## config.mk

```make
export PLATFORM = sky130hd
export DESIGN_NAME = instr_sequencer
export DESIGN_NICKNAME = d
export VERILOG_FILES = /design/src/rtl/instr_seq_pkg.sv /design/src/rtl/instr_rom.sv /design/src/rtl/instr_sequencer.sv
export SDC_FILE = /design/constraint.sdc
export NUM_CORES = 1
export LEC_CHECK = 0
export ABC_AREA = 1
export CORE_AREA = 2 2 214 216
export CTS_CLUSTER_DIAMETER = 40
export CTS_CLUSTER_SIZE = 30
export DETAILED_ROUTE_END_ITERATION = 10
export DIE_AREA = 0 0 216 218
export PLACE_DENSITY = 0.53
export SYNTH_ARGS = -nofsm -noshare
export SYNTH_HDL_FRONTEND = slang
export SYNTH_SLANG_ARGS = --single-unit
```

## constraint.sdc

```tcl
create_clock -name clk -period 4.2 [get_ports clk]
set_clock_uncertainty 0.15 [all_clocks]
set_input_delay 0.84 -clock clk [delete_from_list [all_inputs] [get_ports clk]]
set_output_delay 0.84 -clock clk [all_outputs]
set_load 0.005 [all_outputs]
```

## src/rtl/instr_seq_pkg.sv

```systemverilog
// instr_seq_pkg: shared FSM states, program word field positions and the NOP opcode.
package instr_seq_pkg;
  typedef enum logic [1:0] {IDLE, RUN, DONE} state_e;
  localparam int CHK_BIT = 24;
  localparam int INS_HI = 23;
  localparam int INS_LO = 16;
  localparam int EXP_HI = 15;
  localparam int EXP_LO = 0;
  localparam logic [7:0] NOP_INSTR = 8'h00;
endpackage

```

## src/rtl/instr_rom.sv

```systemverilog
// instr_rom: program memory, one synchronous write port and one asynchronous read port.
module instr_rom #(
  parameter int MEMWIDTH = 32,
  parameter int DEPTH = 16,
  parameter int ADDRW = 4
) (
  input  logic                clk,
  input  logic                we_i,
  input  logic [ADDRW-1:0]    waddr_i,
  input  logic [MEMWIDTH-1:0] wdata_i,
  input  logic [ADDRW-1:0]    raddr_i,
  output logic [MEMWIDTH-1:0] rdata_o
);
  logic [MEMWIDTH-1:0] mem_q [DEPTH];
  always_ff @(posedge clk) if (we_i) mem_q[waddr_i] <= wdata_i;
  assign rdata_o = mem_q[raddr_i];
endmodule

```

## src/rtl/instr_sequencer.sv

```systemverilog
// instr_sequencer: streams stored instructions to the processor and checks its {PC, ACC} result.
// Define INSTR_SEQ_STOP_ON_ERR_EN to end the run at the first mismatch.
module instr_sequencer
  import instr_seq_pkg::*;
#(
  parameter int MEMWIDTH = 32,
  parameter int DEPTH = 16,
  parameter int ADDRW = 4
) (
  input  logic                clk,
  input  logic                CLB,
  input  logic                load_en,
  input  logic [ADDRW-1:0]    load_addr,
  input  logic [MEMWIDTH-1:0] load_data,
  input  logic [ADDRW:0]      len,
  input  logic                start,
  input  logic [15:0]         proc_out,
  output logic [7:0]          Instruction,
  output logic                busy,
  output logic                done,
  output logic                pass,
  output logic [ADDRW:0]      err_count,
  output logic [ADDRW-1:0]    err_addr
);
  state_e              state_q;
  logic [ADDRW-1:0]    addr_q, err_addr_q;
  logic [ADDRW:0]      err_count_q, len_c;
  logic                first_q, last, mis, go, stop;
  logic [MEMWIDTH-1:0] word;
  logic                unused_bits;
  instr_rom #(.MEMWIDTH(MEMWIDTH), .DEPTH(DEPTH), .ADDRW(ADDRW)) u_rom (
    .clk     (clk),
    .we_i    (load_en && !CLB && state_q != RUN),
    .waddr_i (load_addr),
    .wdata_i (load_data),
    .raddr_i (addr_q),
    .rdata_o (word)
  );
  assign unused_bits = ^word[MEMWIDTH-1:CHK_BIT+1];
  assign len_c = (len > (ADDRW+1)'(DEPTH)) ? (ADDRW+1)'(DEPTH) : len;
  assign last = {1'b0, addr_q} == len_c - (ADDRW+1)'(1);
  assign mis = word[CHK_BIT] && proc_out != word[EXP_HI:EXP_LO];
  assign go = start && len != '0;
`ifdef INSTR_SEQ_STOP_ON_ERR_EN
  assign stop = mis;
`else
  assign stop = 1'b0;
`endif
  assign Instruction = (state_q == RUN) ? word[INS_HI:INS_LO] : NOP_INSTR;
  assign busy = state_q == RUN;
  assign done = state_q == DONE;
  assign pass = state_q == DONE && err_count_q == '0;
  assign err_count = err_count_q;
  assign err_addr = err_addr_q;
  always_ff @(posedge clk) begin
    if (CLB) begin
      state_q <= IDLE;
      addr_q <= '0;
      err_count_q <= '0;
      err_addr_q <= '0;
      first_q <= 1'b0;
    end else if (state_q != RUN) begin
      if (go) begin
        state_q <= RUN;
        addr_q <= '0;
        err_count_q <= '0;
        err_addr_q <= '0;
        first_q <= 1'b0;
      end
    end else begin
      if (mis) begin
        err_count_q <= err_count_q + (ADDRW+1)'(1);
        if (!first_q) begin
          err_addr_q <= addr_q;
          first_q <= 1'b1;
        end
      end
      if (last || stop) state_q <= DONE;
      else addr_q <= addr_q + ADDRW'(1);
    end
  end
endmodule

```

==> impl_metrics.yaml, run 1 <==
clock_tree:
  post_cts_buffers: 0
  htree_levels: 2
  cts_buffers: 60
  cts.hold.buffers_added: 0
  clk_path_buf_depth: 3
  cts_tree: "built"
  cts-root-buf: "clkbuf_16"
  clk_latency_ns: 0.59
  post_cts_resized: 0
  clkTransAtPathRegs_ns: 0.05
  numClockSinks: 420
synth:
  synth_seq_cells: 420
  synth_cell_types: 31
  synthTopCellsByArea: "edfxtp_1 (68%), nand2_1 (8.8%), nand3_1 (5.1%)"
  synthesis.area_um2: 17700
  synth.avg_cell_area_um2: 11.2
  syn_inst: 1577
  yosys.area.top_type_share_pct: 68.0
  synth_largest_area_cell: "edfxtp_1"
  syn_nets: 1642
  yosysWarnings: 0
  seq_area_frac_synth_pct: 70.3
sta:
  fmax_mhz: 268
  fin_setup_tns_ns: 0
  worstMarginPinSlew_ns: 0.831
  rsz0062_at_grt: "no"
  slew_violations: 0
  layout_min_cycle_time_ns: 3.74
  finalCritPeriodShare_pct: 88.9
  relSlewSlack_pct: 44.6
  hold_viol_final: 0
  finalSetupViolations: 0
floorplan:
  die_y_um: 218
  dieWidth_um: 216
  coreArea_um2: 44900
  initial_core_util_pct: 39.4
  pin_count: 81
  num_rows: 78
  die_area_um2: 47100
power:
  p_per_area_nw_per_um2: 468
  peakVddDrop_mv: 0.330
  p_leak_nw: 7.86
grt:
  grt_max_degree: 87
  grt_use_total_pct: 18.7
  grt_pass1_wl_mm: 66.7
  grt-ovfl-total: 0
  grt_pass1_vias: 11200
  antenna_found_initial: 1
route:
  routedWlPerCell_um: 18.8
  num_vias: 11600
  drt_first_pass_iters: 5
  viasPerCell: 5.01
  drt_iter0_drc: 784
  postRouteAntennaNets: 0
  route.detailed.drc: 0
  wirelength_mm: 43.6
layout:
  fill_cells: 4060
  fin_nets: 1736
  area_growth_syn_to_layout_pct: 19.7
  drive_gt1_share_pct: 9.55
  stdcell_count: 2318
flow_run:
  maxCapViolCount: 0
placed_design:
  io_buffers: 73
  gp_congestion: 0.757
  dpl.cell_count: 2209
  hpwl_mm: 23.6
critical_path:
  critPathRequiredTime_ns: 3.21
  start_kind: "flip-flop"
  cp.arrival_ns: 2.75
  crit_path_end_kind: "output pin"
  critPathKind: "flip-flop to output pin"
  crit_path_max_fanout: 26
status:
  outcome: "finished, final reports clean"
min_path:
  hp-class: "flip-flop to flip-flop"
-- synthesized netlist by cell type, drive strengths merged --
cell,number
clkinv,1
dfxtp,20
buf,48
ha,4
nand2,419
xnor2,5
nor3b,2
nor3,2
o21ai,95
nor2,146
nand3,181
o22ai,12
clkbuf,36
a211oi,1
nand3b,3
o211ai,19
a21o,1
edfxtp,400
xor2,2
inv,129
a21oi,27
o221ai,24
-- cell families after synthesis --
family | count (synthesis) | synth area share [%]
adder cells (fa/ha/maj) | 4 | 0.283
buffers and inverters | 214 | 5.43
AND/OR/NAND/NOR | 753 | 17.5
flip-flops | 420 | 70.3
XOR/XNOR | 7 | 0.347
AO/OA/AOI/OAI | 179 | 6.15
-- stage by stage --
stage | utilization [%] | instance area (µm²) | setup slack [ns] | hold slack [ns] | total power [W]
3_3_place_gp | 43.0 | 19300 | 0.680 | 0.325 | 0.00536
3_5_place_dp | 43.0 | 19300 | 0.591 | 0.330 | 0.00536
6_report | 47.1 | 21200 | 0.465 | 0.342 | 0.00990
2_1_floorplan | - | 17700 | 0.973 | 0.320 | 0.00511
5_1_grt | 47.1 | 21200 | 0.280 | 0.371 | 0.0102
4_1_cts | 47.1 | 21200 | 0.383 | 0.343 | 0.00999
-- cells in the final DEF, fill, tap and decap left out, drive strengths merged --
master,instances
nand2,419
edfxtp,400
nand3,181
nor2,146
inv,129
o21ai,95
clkbuf,77
clkdlybuf4s50,73
buf,43
a21oi,27
o221ai,24
clkinv,23
dfxtp,20
o211ai,19
o22ai,12
clkinvlp,7
xnor2,5
ha,4
nand3b,3
nor3,2
xor2,2
nor3b,2
bufinv,2
diode,1
a211oi,1
a21o,1
-- critical path, stage by stage, from the launching register on --
cell and delay (ns):
dfxtp_4 0.45, buf_4 0.32, o21ai_0 0.13, o221ai_1 0.23, o211ai_1 0.14, a21oi_1 0.30, clkdlybuf4s50_1 0.58
-- final timing paths --
| check | endpoint | slack [ns] | cells after the start | startpoint |
|---|---|---|---|---|
| max | Instruction[7] | 0.46 | 6 | flip-flop |
| min | err_addr[3]$_SDFFE_PP0P_ | 0.34 | 2 | err_addr[3]$_SDFFE_PP0P_ |
| max reg2reg | err_addr[2]$_SDFFE_PP0P_ | 0.93 | 17 | flip-flop |
| min reg2reg | err_addr[3]$_SDFFE_PP0P_ | 0.34 | 2 | err_addr[3]$_SDFFE_PP0P_ |
-- power by group --
part / internal [W] / switching, W
combinational: 0.000219 / 0.000420
sequential: 0.00462 / 0.0000152
clock: 0.00286 / 0.00176
total: 0.00770 / 0.00219
-- cell type report --
type | count | area, µm² | share of cell area, %
inverters | 130 | 494 | 2.34
diodes | 1 | 2.50 | 0.0118
clock inverters | 31 | 219 | 1.04
clock buffers | 77 | 1650 | 7.79
multi-input cells | 943 | 4420 | 20.9
well taps | 600 | 751 | 3.55
flip-flops and latches | 420 | 12400 | 58.7
repair buffers | 116 | 1200 | 5.69
-- flip-flops by register name (all words and copies together), names as in the netlist, named ones only --
name	count
state_q	2
first_q	1
err_addr	4
err_count	5
addr_q	4
u_rom.mem_q	400
-- metal layers --
metal	share of wire [%]	routed length, µm	track usage, %	vias up
li1	-	-	-	5642
met1	45	19700	25.2	5619
met2	47	20700	31.1	286
met3	5.5	2410	3.33	67
met4	2.0	852	5.68	0
met5	0	0	0	-
Note: power is estimated with default switching activity, not from simulation.
==> inputs of run 2 (changes only) <==
Settings changed: PLACE_DENSITY 0.53 to 0.55.
Clock period 4.2 ns to 3.1 ns, I/O delays scaled along.
==> run 2 against run 1 <==
  * The flow now finishes with violations (negative setup slack)
  * Non-clock buffer count increased by 60
  * Final cell count increased by 3.0%
  * Combinational power increased by 66%
  * Sequential share of layout area decreased by 3.2 points
  * Global-route usage increased by 1.7 points
  * Critical path depth increased by 1
  * Setup slack got worse by 0.59 ns
  * Sequential power increased by 35%
  * Sequential cell count unchanged
==> impl_metrics.yaml, run 2 (same netlist as run 1, synthesis figures left out) <==
status:
  outcome: "finished with violations"
  violations: "negative setup slack"
placed_design:
  io_buffers: 73
  gp_congestion: 0.807
  hpwl_mm: 25.5
  placed_cell_area_um2: 19700
route:
  dr_wl_met2_mm: 23.7
  wirelength_mm: 48.3
  num_vias: 12100
  route.detailed.drc: 0
  drt_iter0_drc: 875
  postRouteAntennaNets: 0
  routedWlPerCell_um: 20.2
  met1_length_mm: 20.9
  top_layer: "met5"
  drt_first_pass_iters: 7
  viasPerCell: 5.05
  route.met3.wl_mm: 2.66
clock_tree:
  cts_buffers: 61
  clk_path_buf_depth: 3
  cts_tree: "built"
  htree_levels: 2
  clkTransAtPathRegs_ns: 0.05
  cts-root-buf: "clkbuf_16"
  numClockSinks: 420
  cts.hold.buffers_added: 0
  clk_latency_ns: 0.63
sta:
  hold_viol_final: 0
  whs_ns: 0.337
  layout_min_cycle_time_ns: 3.22
  slew_violations: 0
  setup_ws_ns: -0.122
  fin_setup_tns_ns: -0.183
  finalCritPeriodShare_pct: 104
  relSlewSlack_pct: 58.4
  rsz0062_at_grt: "yes"
  worstMarginPinSlew_ns: 0.622
  finalSetupViolations: 2
  fmax_mhz: 310
power:
  peakVddDrop_mv: 0.471
  p_leak_nw: 8.53
  p_per_area_nw_per_um2: 648
layout:
  area_growth_syn_to_layout_pct: 26.7
  final_core_util_pct: 49.9
  top_register: "u_rom.mem_q"
  diodes: 0
  layout.cells.most_common_list: "nand2_1 (415), edfxtp_1 (400), nand3_1 (180)"
  drive_gt1_share_pct: 14.8
  layout_commonest_cell: "nand2_1"
  largest_reg_flops: 400
  design_area_um2: 22400
  fin_nets: 1799
critical_path:
  crit_path_max_fanout: 11
  cp.arrival_ns: 2.45
  r2r_cells: 20
  critPathRequiredTime_ns: 2.33
  crit_path_end_kind: "output pin"
  critPathKind: "flip-flop to output pin"
  start_kind: "flip-flop"
min_path:
  hold_depth: 2
  hp-class: "flip-flop to flip-flop"
floorplan:
  initial_core_util_pct: 39.4
  pin_count: 81
  dieWidth_um: 216
  coreArea_um2: 44900
  die_area_um2: 47100
  die_y_um: 218
  num_rows: 78
flow_run:
  maxCapViolCount: 0
grt:
  grt_pass1_wl_mm: 71.6
  grt-ovfl-total: 0
  antenna_found_initial: 1
  grt_max_degree: 79
  grt_pass1_vias: 11600
  grt_use_total_pct: 20.4
-- run 2: cell count changes in the layout (fill, tap and decap cells not counted), moves of 8 or more --
cell and delta:
buf_12 +15, buf_4 +31, clkbuf_1 -8, bufinv_16 +8
-- run 2: timing repair --
item                       4_1_cts  5_1_grt
buffers inserted                 9        5
gates resized for setup         17       31
pin swaps                        4       10
cloned                           7        4
setup endpoints to repair        8       17
-- run 2: critical path: stages, from the launching register on --
cell and delay, ns:
dfxtp_4 0.39, inv_4 0.14, buf_12 0.14, o21ai_0 0.11
o221ai_1 0.21, o211ai_1 0.14, a21oi_2 0.18, clkdlybuf4s50_1 0.52
-- run 2: metrics by stage --
| stage | setup slack (ns) | std cells | total power [W] |
|---|---|---|---|
| 6_report | -0.122 | 2387 | 0.0145 |
| 5_1_grt | -0.214 | 2387 | 0.0150 |
| 4_1_cts | -0.241 | 2378 | 0.0146 |
| 3_5_place_dp | -0.0503 | 2246 | 0.00732 |
| 3_3_place_gp | -0.0384 | 2246 | 0.00731 |
| 2_1_floorplan | 0.0934 | 1577 | 0.00692 |
-- run 2: layout make-up --
class | count | area, µm²
fill | 4012 | 22500
sequential | 420 | 12400
multi-input combinational | 943 | 4460
timing repair buffer | 176 | 2070
clock buffer | 64 | 1540
tap | 600 | 751
clock inverter | 52 | 608
inverter | 130 | 507
timing repair inverter | 2 | 27.5
-- run 2: final timing paths --
check,startpoint,endpoint,slack [ns]
max,flip-flop,Instruction[6],-0.12
min,err_addr[2]$_SDFFE_PP0P_,err_addr[2]$_SDFFE_PP0P_,0.34
max reg2reg,flip-flop,err_addr[2]$_SDFFE_PP0P_,0.20
min reg2reg,err_addr[2]$_SDFFE_PP0P_,err_addr[2]$_SDFFE_PP0P_,0.34
-- run 2: per-layer routing --
metal  GRT usage, %  vias to the layer above
li1               -                     5785
met1           27.2                     5849
met2           34.6                      340
met3           3.47                       79
met4           5.59                        2
met5              0                        -
-- run 2: where the power goes --
group	switching [W]	internal, W	leakage (nW)
registers	0.0000243	0.00626	3.77
clock network	0.00268	0.00449	1.04
logic	0.000637	0.000422	3.72
total	0.00334	0.0112	8.53
==> inputs of run 3 (changes only) <==
Settings changed: PLACE_DENSITY 0.55 to 0.53.
Clock period 3.1 ns to 3.75 ns, I/O delays scaled along.
==> run 3 against run 2 <==
  * The run now ends clean
  * Global-route usage decreased by 1.5 points
  * Die area unchanged
  * Sequential power down 17%
  * Utilization decreased by 1.8 points
  * Sequential share of layout area increased by 2.1 points
  * Critical path depth down 1
  * First-iteration DRC count is 6.2% lower
  * Sequential cell count did not move
  * Hold slack got worse by 0.00087 ns
  * Cell area shrank 3.6%
  * Total power decreased by 17%
  * Highest routed layer unchanged
==> impl_metrics.yaml, run 3 (same netlist as run 1, synthesis figures left out) <==
status:
  outcome: "finished, final reports clean"
power:
  p_leak_nw: 8.04
  p_per_area_nw_per_um2: 556
  peakVddDrop_mv: 0.350
critical_path:
  start_kind: "flip-flop"
  slowest_delay_ns: 0.54
  crit_slowest_cell: "clkdlybuf4s50_1"
  crit_path_max_fanout: 78
  critPathKind: "flip-flop to output pin"
  path_cells: "buf_16 -> o21ai_0 -> o221ai_1 -> nand3_1 -> a21oi_1 -> clkdlybuf4s50_1"
  critPathRequiredTime_ns: 2.85
  cp.arrival_ns: 2.74
  crit_path_end_kind: "output pin"
sta:
  setup_ws_ns: 0.110
  finalCritPeriodShare_pct: 97.1
  fmax_mhz: 275
  layout_min_cycle_time_ns: 3.64
  worstMarginPinSlew_ns: 0.649
  finalSetupViolations: 0
  rsz0062_at_grt: "yes"
  relSlewSlack_pct: 56.7
  slew_violations: 0
  hold_viol_final: 0
route:
  num_vias: 11600
  routedWlPerCell_um: 19.1
  wirelength_mm: 44.3
  drt_first_pass_iters: 5
  route.detailed.drc: 0
  drt_iter0_drc: 821
  viasPerCell: 5.00
  postRouteAntennaNets: 0
layout:
  ff_latch_area_um2: 12400
  top_register: "u_rom.mem_q"
  fill_cells: 4010
  multi_input_area_um2: 4430
  design_area_um2: 21600
  fin_nets: 1736
  area_growth_syn_to_layout_pct: 22.1
  layout.cells.most_common_list: "nand2_1 (416), edfxtp_1 (400), nand3_1 (181)"
  final_core_util_pct: 48.1
  drive_gt1_share_pct: 10.9
  largest_reg_flops: 400
  layout_commonest_cell: "nand2_1"
clock_tree:
  cts_tree: "built"
  htree_levels: 3
  clkTransAtPathRegs_ns: 0.05
  clk_path_buf_depth: 3
  numClockSinks: 420
  cts_buffers: 66
  clk_latency_ns: 0.57
  cts-root-buf: "clkbuf_16"
floorplan:
  num_rows: 78
  die_area_um2: 47100
  initial_core_util_pct: 39.4
  dieWidth_um: 216
  coreArea_um2: 44900
  die_y_um: 218
  pin_count: 81
min_path:
  hp-class: "flip-flop to flip-flop"
  hold_start: "err_addr[3]$_SDFFE_PP0P_"
flow_run:
  maxCapViolCount: 0
placed_design:
  placed_cell_area_um2: 19300
  place_ws_ns: 0.263
  gp_congestion: 0.784
  io_buffers: 73
  hpwl_mm: 22.6
grt:
  grt_pass1_vias: 11200
  grt-ovfl-total: 0
  grt_pass1_wl_mm: 66.9
  antenna_found_initial: 3
  grt_use_total_pct: 18.9
  grt_max_degree: 106
## run 3: changes by cell type in the layout (fill, tap and decap cells not counted), sizes merged, moves of 2 or more
cell	before	now
dlymetal6s2s	2	0
bufinv	10	6
bufbuf	3	0
buf	96	37
clkdlybuf4s50	66	73
dlygate4sd2	2	0
clkinv	24	21
## run 3: layout make-up
| cell class | instances | share of cell area, % |
|---|---|---|
| tap | 600 | 3.48 |
| clock buffer | 71 | 8.04 |
| multi-input combinational | 943 | 20.5 |
| inverter | 130 | 2.31 |
| sequential | 420 | 57.6 |
| clock inverter | 48 | 2.32 |
| timing repair buffer | 110 | 5.75 |
| antenna | 1 | 0.0116 |
## run 3: worst paths after layout
kind,end,slack (ns),cells after the start
max,Instruction[3],0.11,6
min reg2reg,err_addr[3]$_SDFFE_PP0P_,0.34,2
min,err_addr[3]$_SDFFE_PP0P_,0.34,2
max reg2reg,err_addr[1]$_SDFFE_PP0P_,0.68,17
## run 3: per-layer routing
layer / vias to the layer above / global-route usage [%] / part of all wire [%]
li1: 5646 / - / -
met1: 5596 / 25.7 / 45
met2: 286 / 30.6 / 47
met3: 84 / 3.32 / 5.3
met4: 4 / 7.08 / 2.8
met5: - / 0 / 0.063
## run 3: metrics by stage
stage | TNS, ns | total power, W | instances | hold slack, ns
6_report | 0 | 0.0120 | 2323 | 0.336
5_1_grt | -0.0106 | 0.0124 | 2323 | 0.365
4_1_cts | 0 | 0.0121 | 2322 | 0.347
3_5_place_dp | 0 | 0.00600 | 2202 | 0.334
3_3_place_gp | 0 | 0.00599 | 2202 | 0.325
2_1_floorplan | 0 | 0.00572 | 1577 | 0.320
## run 3: critical path, delay by kind of cell, from the launching register on
family                 cells  cell delay, ns
AO/OA/AOI/OAI              3            0.62
AND/OR/NAND/NOR            1            0.12
flip-flops                 1            0.52
buffers and inverters      2            0.85
## run 3: what timing repair did
action                                  CTS  global route
pin swaps                                 0             0
buffers inserted                          1             0
gates resized for setup                   2             4
hold buffers                              0             0
endpoints found under the setup margin    6             4
## run 3: power breakdown
part	total [W]	internal [W]	switching, W
sequential	0.00519	0.00517	0.0000213
clock	0.00610	0.00383	0.00227
combinational	0.000714	0.000247	0.000466
